===== config.mk =====
export PLATFORM = sky130hd
export DESIGN_NAME = instr_fetch
export DESIGN_NICKNAME = d
export VERILOG_FILES = /design/src/rtl/roe_pkg.sv /design/src/rtl/instr_fetch_pc_reg.sv /design/src/rtl/instr_fetch.sv
export SDC_FILE = /design/constraint.sdc
export NUM_CORES = 1
export LEC_CHECK = 0
export CAP_MARGIN = 20
export CORE_MARGIN = 5
export CORE_UTILIZATION = 45
export DETAILED_ROUTE_END_ITERATION = 8
export DONT_BUFFER_PORTS = 1
export GPL_TIMING_DRIVEN = 0
export PLACE_DENSITY_LB_ADDON = 0.12
export SYNTH_ARGS = -nofsm -noshare
export SYNTH_HDL_FRONTEND = slang
export SYNTH_HIERARCHICAL = 1
export SYNTH_SLANG_ARGS = --single-unit

===== constraint.sdc =====
create_clock -name clk -period 2.2 [get_ports clk]
set_input_delay 0.66 -clock clk [delete_from_list [all_inputs] [get_ports clk]]
set_output_delay 0.66 -clock clk [all_outputs]
set_load 0.03 [all_outputs]

===== src/rtl/roe_pkg.sv =====
// roe_pkg -- shared widths, opcodes and the fetch-state encoding for the
// instruction fetch unit.
//   PC_W        fetch address width
//   INSTR_W     instruction word width
//   OP_SETPA    instr[8:5] opcode that requests a register-page header update
//   HALT_INSTR  instruction word that stops fetching
//   setpa_of()  builds the {enable, pa[1:0]} request for a decoded word
package roe_pkg;

   localparam int                 PC_W       = 10;
   localparam int                 INSTR_W    = 9;
   localparam logic [3:0]         OP_SETPA   = 4'b1110;
   localparam logic [INSTR_W-1:0] HALT_INSTR = 9'h1FF;

   typedef enum logic [1:0] {
      ST_IDLE = 2'd0,
      ST_RUN  = 2'd1,
      ST_HALT = 2'd2
   } fetch_state_e;

   // Header-update request: enabled only for a live word carrying OP_SETPA.
   function automatic logic [2:0] setpa_of(input logic valid,
                                           input logic [INSTR_W-1:0] word);
      logic [2:0] res;
      if (valid && (word[INSTR_W-1:INSTR_W-4] == OP_SETPA)) begin
         res = {1'b1, word[1:0]};
      end else begin
         res = 3'b000;
      end
      return res;
   endfunction

endpackage


===== src/rtl/instr_fetch_pc_reg.sv =====
// pc_reg -- fetch-address register that drives the instruction ROM address.
// Ports:
//   clk, rst_n   clock and synchronous active-low reset
//   load_en      load load_addr (start or branch redirect); wins over inc_en
//   load_addr    absolute address to load
//   inc_en       advance by one, wrapping from the top address to 0
//   addr         current fetch address (registered)
// With neither load_en nor inc_en the address holds.
module pc_reg
   import roe_pkg::*;
(
   input  logic            clk,
   input  logic            rst_n,
   input  logic            load_en,
   input  logic [PC_W-1:0] load_addr,
   input  logic            inc_en,
   output logic [PC_W-1:0] addr
);

   logic [PC_W-1:0] addr_d;
   logic [PC_W-1:0] addr_q;

   // Next-address select: load, increment (natural wrap) or hold.
   always_comb begin
      addr_d = addr_q;
      if (load_en) begin
         addr_d = load_addr;
      end else if (inc_en) begin
         addr_d = addr_q + PC_W'(1);
      end else begin
         addr_d = addr_q;
      end
   end

   // Address register with synchronous reset to 0.
   always_ff @(posedge clk) begin
      if (!rst_n) begin
         addr_q <= '0;
      end else begin
         addr_q <= addr_d;
      end
   end

   assign addr = addr_q;

endmodule


===== src/rtl/instr_fetch.sv =====
// instr_fetch -- three-state (IDLE/RUN/HALT) fetch unit in front of a
// synchronous-read instruction ROM.
// Ports:
//   clk, rst_n       clock and synchronous active-low reset
//   start            begin execution at address 0 from IDLE or HALT
//   stall            freeze the whole fetch pipeline
//   branch_taken     redirect to branch_target (squashes in-flight words)
//   imem_addr        ROM address, imem_data ROM word for the previous address
//   instr, pc        registered instruction and its address
//   instr_valid      instr is live and unsquashed
//   set_pa           {enable, pa[1:0]} header-update request
//   reg_field        instr[1:0]
//   halted           fetch stopped on the HALT word
// Pipeline: imem_addr -> (ROM) imem_data -> instr, so a word reaches instr two
// edges after its address is loaded.
module instr_fetch
   import roe_pkg::*;
(
   input  logic               clk,
   input  logic               rst_n,
   input  logic               start,
   input  logic               stall,
   input  logic               branch_taken,
   input  logic [PC_W-1:0]    branch_target,
   output logic [PC_W-1:0]    imem_addr,
   input  logic [INSTR_W-1:0] imem_data,
   output logic [INSTR_W-1:0] instr,
   output logic               instr_valid,
   output logic [PC_W-1:0]    pc,
   output logic [2:0]         set_pa,
   output logic [1:0]         reg_field,
   output logic               halted
);

   fetch_state_e       state_d,       state_q;
   logic               f_valid_d,     f_valid_q;     // imem_data is a real fetch
   logic [PC_W-1:0]    f_pc_d,        f_pc_q;        // address of imem_data
   logic [INSTR_W-1:0] skid_d,        skid_q;        // in-flight word saved on stall
   logic               skid_valid_d,  skid_valid_q;
   logic [INSTR_W-1:0] instr_d,       instr_q;
   logic               instr_valid_d, instr_valid_q;
   logic [PC_W-1:0]    pc_d,          pc_q;
   logic [2:0]         set_pa_d,      set_pa_q;
   logic               halted_d,      halted_q;

   logic               pc_load_s;
   logic [PC_W-1:0]    pc_load_addr_s;
   logic               pc_inc_s;
   logic               hit_halt_s;
   logic [INSTR_W-1:0] eff_data_s;

   pc_reg u_pc_reg (
      .clk       (clk),
      .rst_n     (rst_n),
      .load_en   (pc_load_s),
      .load_addr (pc_load_addr_s),
      .inc_en    (pc_inc_s),
      .addr      (imem_addr)
   );

   assign hit_halt_s = instr_valid_q && (instr_q == HALT_INSTR);
   // The ROM keeps reading the held address during a stall, so the word that
   // was in flight when the stall began lives in the skid register instead.
   assign eff_data_s = skid_valid_q ? skid_q : imem_data;

   // Fetch FSM, pipeline advance, squash and stall hold.
   always_comb begin
      state_d        = state_q;
      f_valid_d      = f_valid_q;
      f_pc_d         = f_pc_q;
      skid_d         = skid_q;
      skid_valid_d   = skid_valid_q;
      instr_d        = instr_q;
      instr_valid_d  = instr_valid_q;
      pc_d           = pc_q;
      halted_d       = halted_q;
      pc_load_s      = 1'b0;
      pc_load_addr_s = '0;
      pc_inc_s       = 1'b0;

      if (stall) begin
         // Capture the in-flight word only on the first stalled edge.
         if (!skid_valid_q) begin
            skid_d       = imem_data;
            skid_valid_d = 1'b1;
         end else begin
            skid_d       = skid_q;
            skid_valid_d = 1'b1;
         end
      end else begin
         skid_valid_d = 1'b0;
         case (state_q)
            ST_IDLE, ST_HALT: begin
               if (start) begin
                  state_d        = ST_RUN;
                  pc_load_s      = 1'b1;
                  pc_load_addr_s = '0;
                  f_valid_d      = 1'b0;
                  instr_valid_d  = 1'b0;
                  halted_d       = 1'b0;
               end else begin
                  state_d = state_q;
               end
            end
            ST_RUN: begin
               if (branch_taken) begin
                  // Both the word on imem_data and the one being read now die.
                  pc_load_s      = 1'b1;
                  pc_load_addr_s = branch_target;
                  f_valid_d      = 1'b0;
                  f_pc_d         = imem_addr;
                  instr_valid_d  = 1'b0;
               end else if (hit_halt_s) begin
                  state_d       = ST_HALT;
                  halted_d      = 1'b1;
                  instr_valid_d = 1'b0;
                  f_valid_d     = 1'b0;
               end else begin
                  pc_inc_s      = 1'b1;
                  f_valid_d     = 1'b1;
                  f_pc_d        = imem_addr;
                  instr_valid_d = f_valid_q;
                  // Squashed words leave instr/pc untouched.
                  if (f_valid_q) begin
                     instr_d = eff_data_s;
                     pc_d    = f_pc_q;
                  end else begin
                     instr_d = instr_q;
                     pc_d    = pc_q;
                  end
               end
            end
            default: begin
               state_d       = ST_IDLE;
               f_valid_d     = 1'b0;
               instr_valid_d = 1'b0;
               halted_d      = 1'b0;
            end
         endcase
      end

      set_pa_d = setpa_of(instr_valid_d, instr_d);
   end

   // State and output registers, all cleared by reset.
   always_ff @(posedge clk) begin
      if (!rst_n) begin
         state_q       <= ST_IDLE;
         f_valid_q     <= 1'b0;
         f_pc_q        <= '0;
         skid_q        <= '0;
         skid_valid_q  <= 1'b0;
         instr_q       <= '0;
         instr_valid_q <= 1'b0;
         pc_q          <= '0;
         set_pa_q      <= 3'b000;
         halted_q      <= 1'b0;
      end else begin
         state_q       <= state_d;
         f_valid_q     <= f_valid_d;
         f_pc_q        <= f_pc_d;
         skid_q        <= skid_d;
         skid_valid_q  <= skid_valid_d;
         instr_q       <= instr_d;
         instr_valid_q <= instr_valid_d;
         pc_q          <= pc_d;
         set_pa_q      <= set_pa_d;
         halted_q      <= halted_d;
      end
   end

   assign instr       = instr_q;
   assign instr_valid = instr_valid_q;
   assign pc          = pc_q;
   assign set_pa      = set_pa_q;
   assign reg_field   = instr_q[1:0];
   assign halted      = halted_q;

endmodule


==> impl_metrics.yaml, run 1 <==
critical_path:
  worstPathArrival_ns: 2.33
  worstPathRequired_ns: 2.44
  rr_worst_depth: 7
  r2r-start: "state_q[1]$_SDFFE_PN0P_"
  startpoint_type: "flop"
  cp-endpoint: "u_pc_reg/addr[5]$_SDFFE_PN0P_"
  cp-end-kind: "flop"
  path_class: "flop to flop"
  crit_fanout: 9
  ff2ff_setup_slack_ns: 0.11
  timing.rr.end: "u_pc_reg/addr[5]$_SDFFE_PN0P_"
  crit_start: "state_q[1]$_SDFFE_PN0P_"
placement:
  port_buffers: 0
  pre_cts_ws_ns: -0.205
  dp_hpwl_um: 4410
  dp_cells: 372
  place_congestion: 0.765
global_routing:
  grt_antenna_before_repair: 0
  track_usage: 0.171
  grt_max_degree: 18
  grt-ovfl-total: 0
  use_met2: 0.243
  grt.busiest_layer: "met1"
  grt_util_met3: 0.0599
  grt_pass1_vias: 1925
  grt_pass1_wl_um: 10000
  grt_use_met1: 0.249
synthesis:
  syn_area_per_cell_um2: 8.39
  synth.top_cell.area_share: 0.445
  synth_flop_cell: "dfxtp_1"
  synth.net_count: 325
  synth-edff-count: 0
  ys_ff_latch: 56
  synthTopCellsByCount: "dfxtp_1, nand2_1, a21oi_1"
  synth_area_leaders: "dfxtp_1, mux2i_1, nand2_1"
  ys_types: 40
  async_flop_share: 0
  yosysMostFrequentCell: "dfxtp_1"
  synth_top_area_cell: "dfxtp_1"
  syn_area_mm2: 0.00252
  synth-seq-area-share: 0.445
  yosysWarnings: 6
  syn_inst: 300
power:
  total_power_mw: 1.88
  clockPowerShare: 0.356
  switching_share: 0.244
  p_per_area_mw_per_mm2: 687
  p_comb_frac: 0.072
  p_seq_frac: 0.572
  p_switching_uw: 459
  p_int_mw: 1.42
  ir_drop_mv: 0.297
  leakage_nw: 0.945
sta:
  hold_viol: 0
  relSlewSlack: 0.626
  setup_slack_ns: 0.113
  setup_tns_ns: 0
  finalCriticalPeriod_ns: 2.09
  skew_ns: 0.00876
  fin_crit_sh: 0.949
  drv_slew: 0
  grt_setup_unrepaired: "false"
  fmax_ghz: 0.479
  finalSetupViolCount: 0
  worst_pin_slew_ns: 0.560
final_layout:
  diodes: 0
  area_growth_pct: 8.80
  nNetsFinal: 332
  fill_cells: 582
  final_layout_size_suffix_gt1_frac: 0.104
  finalNonFillerCells: 380
clocking:
  post_cts_buffers: 0
  cts_tree: "done"
  clk_pin_slew_ns: 0.10
  root_buffer: "clkbuf_8"
  cts_sinks: 56
  h-tree-depth: 2
  clockBufferDepth: 2
  insertion_delay_ns: 0.31
  cts_buffers: 5
route:
  num_vias: 2044
  drt_iter0_markers: 156
  routed_wl_um: 6080
  wl_per_cell_um: 16.0
  vias_per_cell: 5.38
  drc_errors: 0
  drtPass1Iterations: 4
  final_antenna_net_count: 0
floorplanning:
  die_w_um: 84.8
  dieArea_mm2: 0.00719
  rows: 27
  die_h_um: 84.8
  ios: 60
  start_util: 0.460
  coreArea_mm2: 0.00547
run:
  maxCapViolations: 0
run_status:
  status: "finished, final reports clean"
min_path:
  hold_path_class: "flop to flop"
[worst max-delay path, cell delays in order, from the launching register on]
cell     delay (ns)
dfxtp_4        0.42
or3b_2         0.51
nor3_2         0.23
buf_4          0.21
and3_1         0.19
nand4_1        0.12
xor2_1         0.18
a21oi_1        0.16
[metal layers]
metal	part of all wire	up-vias	routed length (µm)
met5	0	-	0
met4	0.010	0	61
met3	0.071	6	429
met2	0.41	45	2500
met1	0.51	935	3080
li1	-	1058	-
[area by class of cell]
| type | count | area [µm²] | area share |
|---|---|---|---|
| Sequential cell | 56 | 1130 | 0.413 |
| Inverter | 5 | 18.8 | 0.00685 |
| Buffer | 21 | 106 | 0.0388 |
| Multi-Input combinational cell | 218 | 1280 | 0.468 |
| Clock inverter | 3 | 42.5 | 0.0155 |
| Tap cell | 72 | 90.1 | 0.0329 |
| Clock buffer | 5 | 68.8 | 0.0251 |
[worst min-delay path by stage]
stage,startpoint,end,depth (start not counted)
finish,skid_q[7]$_SDFFE_PN0P_,skid_q[7]$_SDFFE_PN0P_,2
detailed placement,skid_q[7]$_SDFFE_PN0P_,skid_q[7]$_SDFFE_PN0P_,2
global route,stall,skid_valid_q$_SDFF_PN0_,1
CTS,stall,skid_valid_q$_SDFF_PN0_,1
floorplan,f_pc_q[0]$_SDFFE_PN0P_,f_pc_q[0]$_SDFFE_PN0P_,2
global placement,skid_q[7]$_SDFFE_PN0P_,skid_q[7]$_SDFFE_PN0P_,2
[power by group through the flow]
stage | sequential (mW) | clock, mW | combinational, mW
final | 1.08 | 0.671 | 0.135
after global routing | 1.08 | 0.733 | 0.154
after CTS | 1.08 | 0.695 | 0.135
after detailed placement | 1.10 | 0 | 0.134
after global placement | 1.10 | 0 | 0.133
after floorplan | 1.09 | 0 | 0.106
[cells by family after synthesis]
| group | count (synthesis) | synth area share |
|---|---|---|
| flops | 56 | 0.445 |
| fa+ha+maj | 1 | 0.00497 |
| xor+xnor | 9 | 0.0313 |
| mux | 20 | 0.0795 |
| simple gates | 117 | 0.233 |
| buf+inv | 26 | 0.0492 |
| compound gates | 71 | 0.157 |
[stage by stage]
stage               hold slack, ns  instance area (µm²)  utilization
detailed placement           0.447                 2610        0.476
global route                 0.454                 2740        0.500
global placement             0.442                 2610        0.476
floorplan                    0.435                 2520            -
CTS                          0.459                 2730        0.498
finish                       0.460                 2740        0.500
[cells in the final DEF, fill, tap and decap left out, types with 4 or more instances in the layout]
cell type and instances:
and3_1 11, o21ai_0 16, inv_1 4, buf_1 4, nand2_1 49, a211oi_1 5
nand3_1 18, dfxtp_1 51, buf_2 6, clkbuf_1 6, dfxtp_2 4, a21oi_1 36
xnor2_1 6, o22ai_1 6, clkbuf_8 5, nor2_1 13, mux2i_1 20
[repair_timing]
item                       CTS  global route
pin swaps                    0             0
gates cloned                 0             0
resized for setup            2             8
hold buffers                 0             0
setup endpoints to repair    2             5
(Power assumes the default switching activity.)
==> run 2: changes to the inputs <==
--- a/config.mk
+++ b/config.mk
@@ -6,7 +6,7 @@
 export NUM_CORES = 1
 export LEC_CHECK = 0
 export CAP_MARGIN = 20
-export CORE_MARGIN = 5
+export CORE_MARGIN = 2
 export CORE_UTILIZATION = 45
 export DETAILED_ROUTE_END_ITERATION = 8
 export DONT_BUFFER_PORTS = 1
==> run 2 against run 1 <==
Effect of this change:
- cell area fell by 1.6%
- power fell by 8.2%
- global-route usage rose by 2.7 points
- critical endpoint unchanged
==> impl_metrics.yaml, run 2 (synthesis results as in run 1) <==
sta:
  finalSetupViolCount: 0
  fin_crit_sh: 0.951
  fmax_ghz: 0.478
  grt_setup_unrepaired: "false"
  relSlewSlack: 0.639
  finalCriticalPeriod_ns: 2.09
  skew_ns: 0.00616
  worst_pin_slew_ns: 0.540
  hold_ws_ns: 0.458
  hold_viol: 0
  drv_slew: 0
global_routing:
  grt_pass1_wl_um: 9760
  grt-ovfl-total: 0
  grt_max_degree: 15
  grt_antenna_before_repair: 0
  grt_pass1_vias: 1925
  track_usage: 0.199
floorplanning:
  start_util: 0.463
  coreArea_mm2: 0.00544
  die_w_um: 78.8
  die_h_um: 78.8
  ios: 60
  dieArea_mm2: 0.00621
  rows: 27
placement:
  place_congestion: 0.749
  port_buffers: 0
  dp_hpwl_um: 4260
  place_area_mm2: 0.00261
critical_path:
  ff2ff_setup_slack_ns: 0.11
  r2r-start: "instr[5]$_SDFF_PN0_"
  worstPathRequired_ns: 2.39
  rr_worst_depth: 8
  cp-end-kind: "flop"
  worstPathArrival_ns: 2.28
  path_class: "flop to flop"
  startpoint_type: "flop"
  crit_fanout: 9
  timing.rr.end: "u_pc_reg/addr[5]$_SDFFE_PN0P_"
route:
  wl_per_cell_um: 15.7
  vias_per_cell: 5.56
  drc_errors: 0
  num_vias: 2098
  routed_wl_um: 5900
  drt_iter0_markers: 139
  drtPass1Iterations: 4
  final_antenna_net_count: 0
clocking:
  clk_pin_slew_ns: 0.09
  clockBufferDepth: 2
  post_cts_buffers: 0
  insertion_delay_ns: 0.30
  cts_sinks: 56
  root_buffer: "clkbuf_8"
  h-tree-depth: 2
  cts_tree: "done"
  cts_buffers: 5
power:
  leakage_nw: 0.927
  ir_drop_mv: 0.230
  p_comb_frac: 0.078
  p_seq_frac: 0.624
  clockPowerShare: 0.298
  p_int_mw: 1.29
  switching_share: 0.251
  p_per_area_mw_per_mm2: 641
  p_switching_uw: 433
final_layout:
  area_growth_pct: 7.11
  regArea_mm2: 0.00113
  final_common_cell: "dfxtp_1"
  nNetsFinal: 332
  final_cell_mix: "dfxtp_1, nand2_1, a21oi_1"
  design_area_mm2: 0.00270
  multiInputGateArea_mm2: 0.00128
  final_layout_size_suffix_gt1_frac: 0.0918
  fill_cells: 546
  diodes: 0
run:
  maxCapViolations: 0
min_path:
  hold_end: "skid_q[3]$_SDFFE_PN0P_"
  hold_path_class: "flop to flop"
  holdPathStages: 2
  hold_start: "skid_q[3]$_SDFFE_PN0P_"
run_status:
  status: "finished, final reports clean"
==> run 2: power by group through the flow <==
stage          Clock, mW  Combinational [mW]  Sequential, mW
6_report           0.515               0.134            1.08
5_1_grt            0.577               0.153            1.08
4_1_cts            0.536               0.134            1.08
3_5_place_dp           0               0.134            1.10
3_3_place_gp           0               0.132            1.10
2_1_floorplan          0               0.106            1.09
==> run 2: metrics by stage <==
stage          instances  utilization  TNS, ns  setup WS (ns)  power, mW
2_1_floorplan        300            -        0         0.0112       1.20
3_3_place_gp         372        0.479   -0.503         -0.219       1.23
3_5_place_dp         372        0.479   -0.478         -0.208       1.24
4_1_cts              377        0.493        0         0.0192       1.75
5_1_grt              377        0.496        0        0.00557       1.81
6_report             377        0.496        0          0.109       1.73
==> run 2: layer usage <==
| layer | global-route usage | vias up | share of wire |
|---|---|---|---|
| met5 | 0 | - | 0 |
| met3 | 0.0523 | 7 | 0.067 |
| met4 | 0.0526 | 0 | 0.011 |
| met1 | 0.286 | 989 | 0.49 |
| met2 | 0.293 | 49 | 0.43 |
| li1 | - | 1053 | - |
==> run 2: timing repair <==
item                                   4_1_cts  5_1_grt
gates resized for setup                      2        7
pin swaps                                    0        0
hold buffers                                 0        0
setup endpoints to repair                    2        7
endpoints found under the hold margin        0        0
cloned                                       0        0
==> run 2: worst max-delay path by stage <==
stage / slack, ns / from / to / depth (start not counted)
CTS: 0.02 / state_q[1]$_SDFFE_PN0P_ / u_pc_reg/addr[5]$_SDFFE_PN0P_ / 7
finish: 0.11 / instr[5]$_SDFF_PN0_ / u_pc_reg/addr[5]$_SDFFE_PN0P_ / 8
global route: 0.006 / state_q[1]$_SDFFE_PN0P_ / u_pc_reg/addr[5]$_SDFFE_PN0P_ / 7
floorplan: 0.01 / stall / u_pc_reg/addr[5]$_SDFFE_PN0P_ / 7
detailed placement: -0.21 / stall / u_pc_reg/addr[5]$_SDFFE_PN0P_ / 7
global placement: -0.22 / stall / u_pc_reg/addr[5]$_SDFFE_PN0P_ / 7
==> run 2: cell type report <==
cell class | count | share of cell area
buffer | 21 | 0.0408
clock buffer | 5 | 0.0255
inverter | 5 | 0.00696
multi-input combinational | 218 | 0.476
sequential | 56 | 0.418
tap | 72 | 0.0334
==> run 2: critical path, cell delays in order (launching register included) <==
cell     delay [ns]
dfxtp_1        0.58
nand4_1        0.20
nor3_2         0.40
nor3_2         0.10
buf_6          0.16
and3_1         0.20
nand4_1        0.11
xor2_1         0.15
a21oi_1        0.08
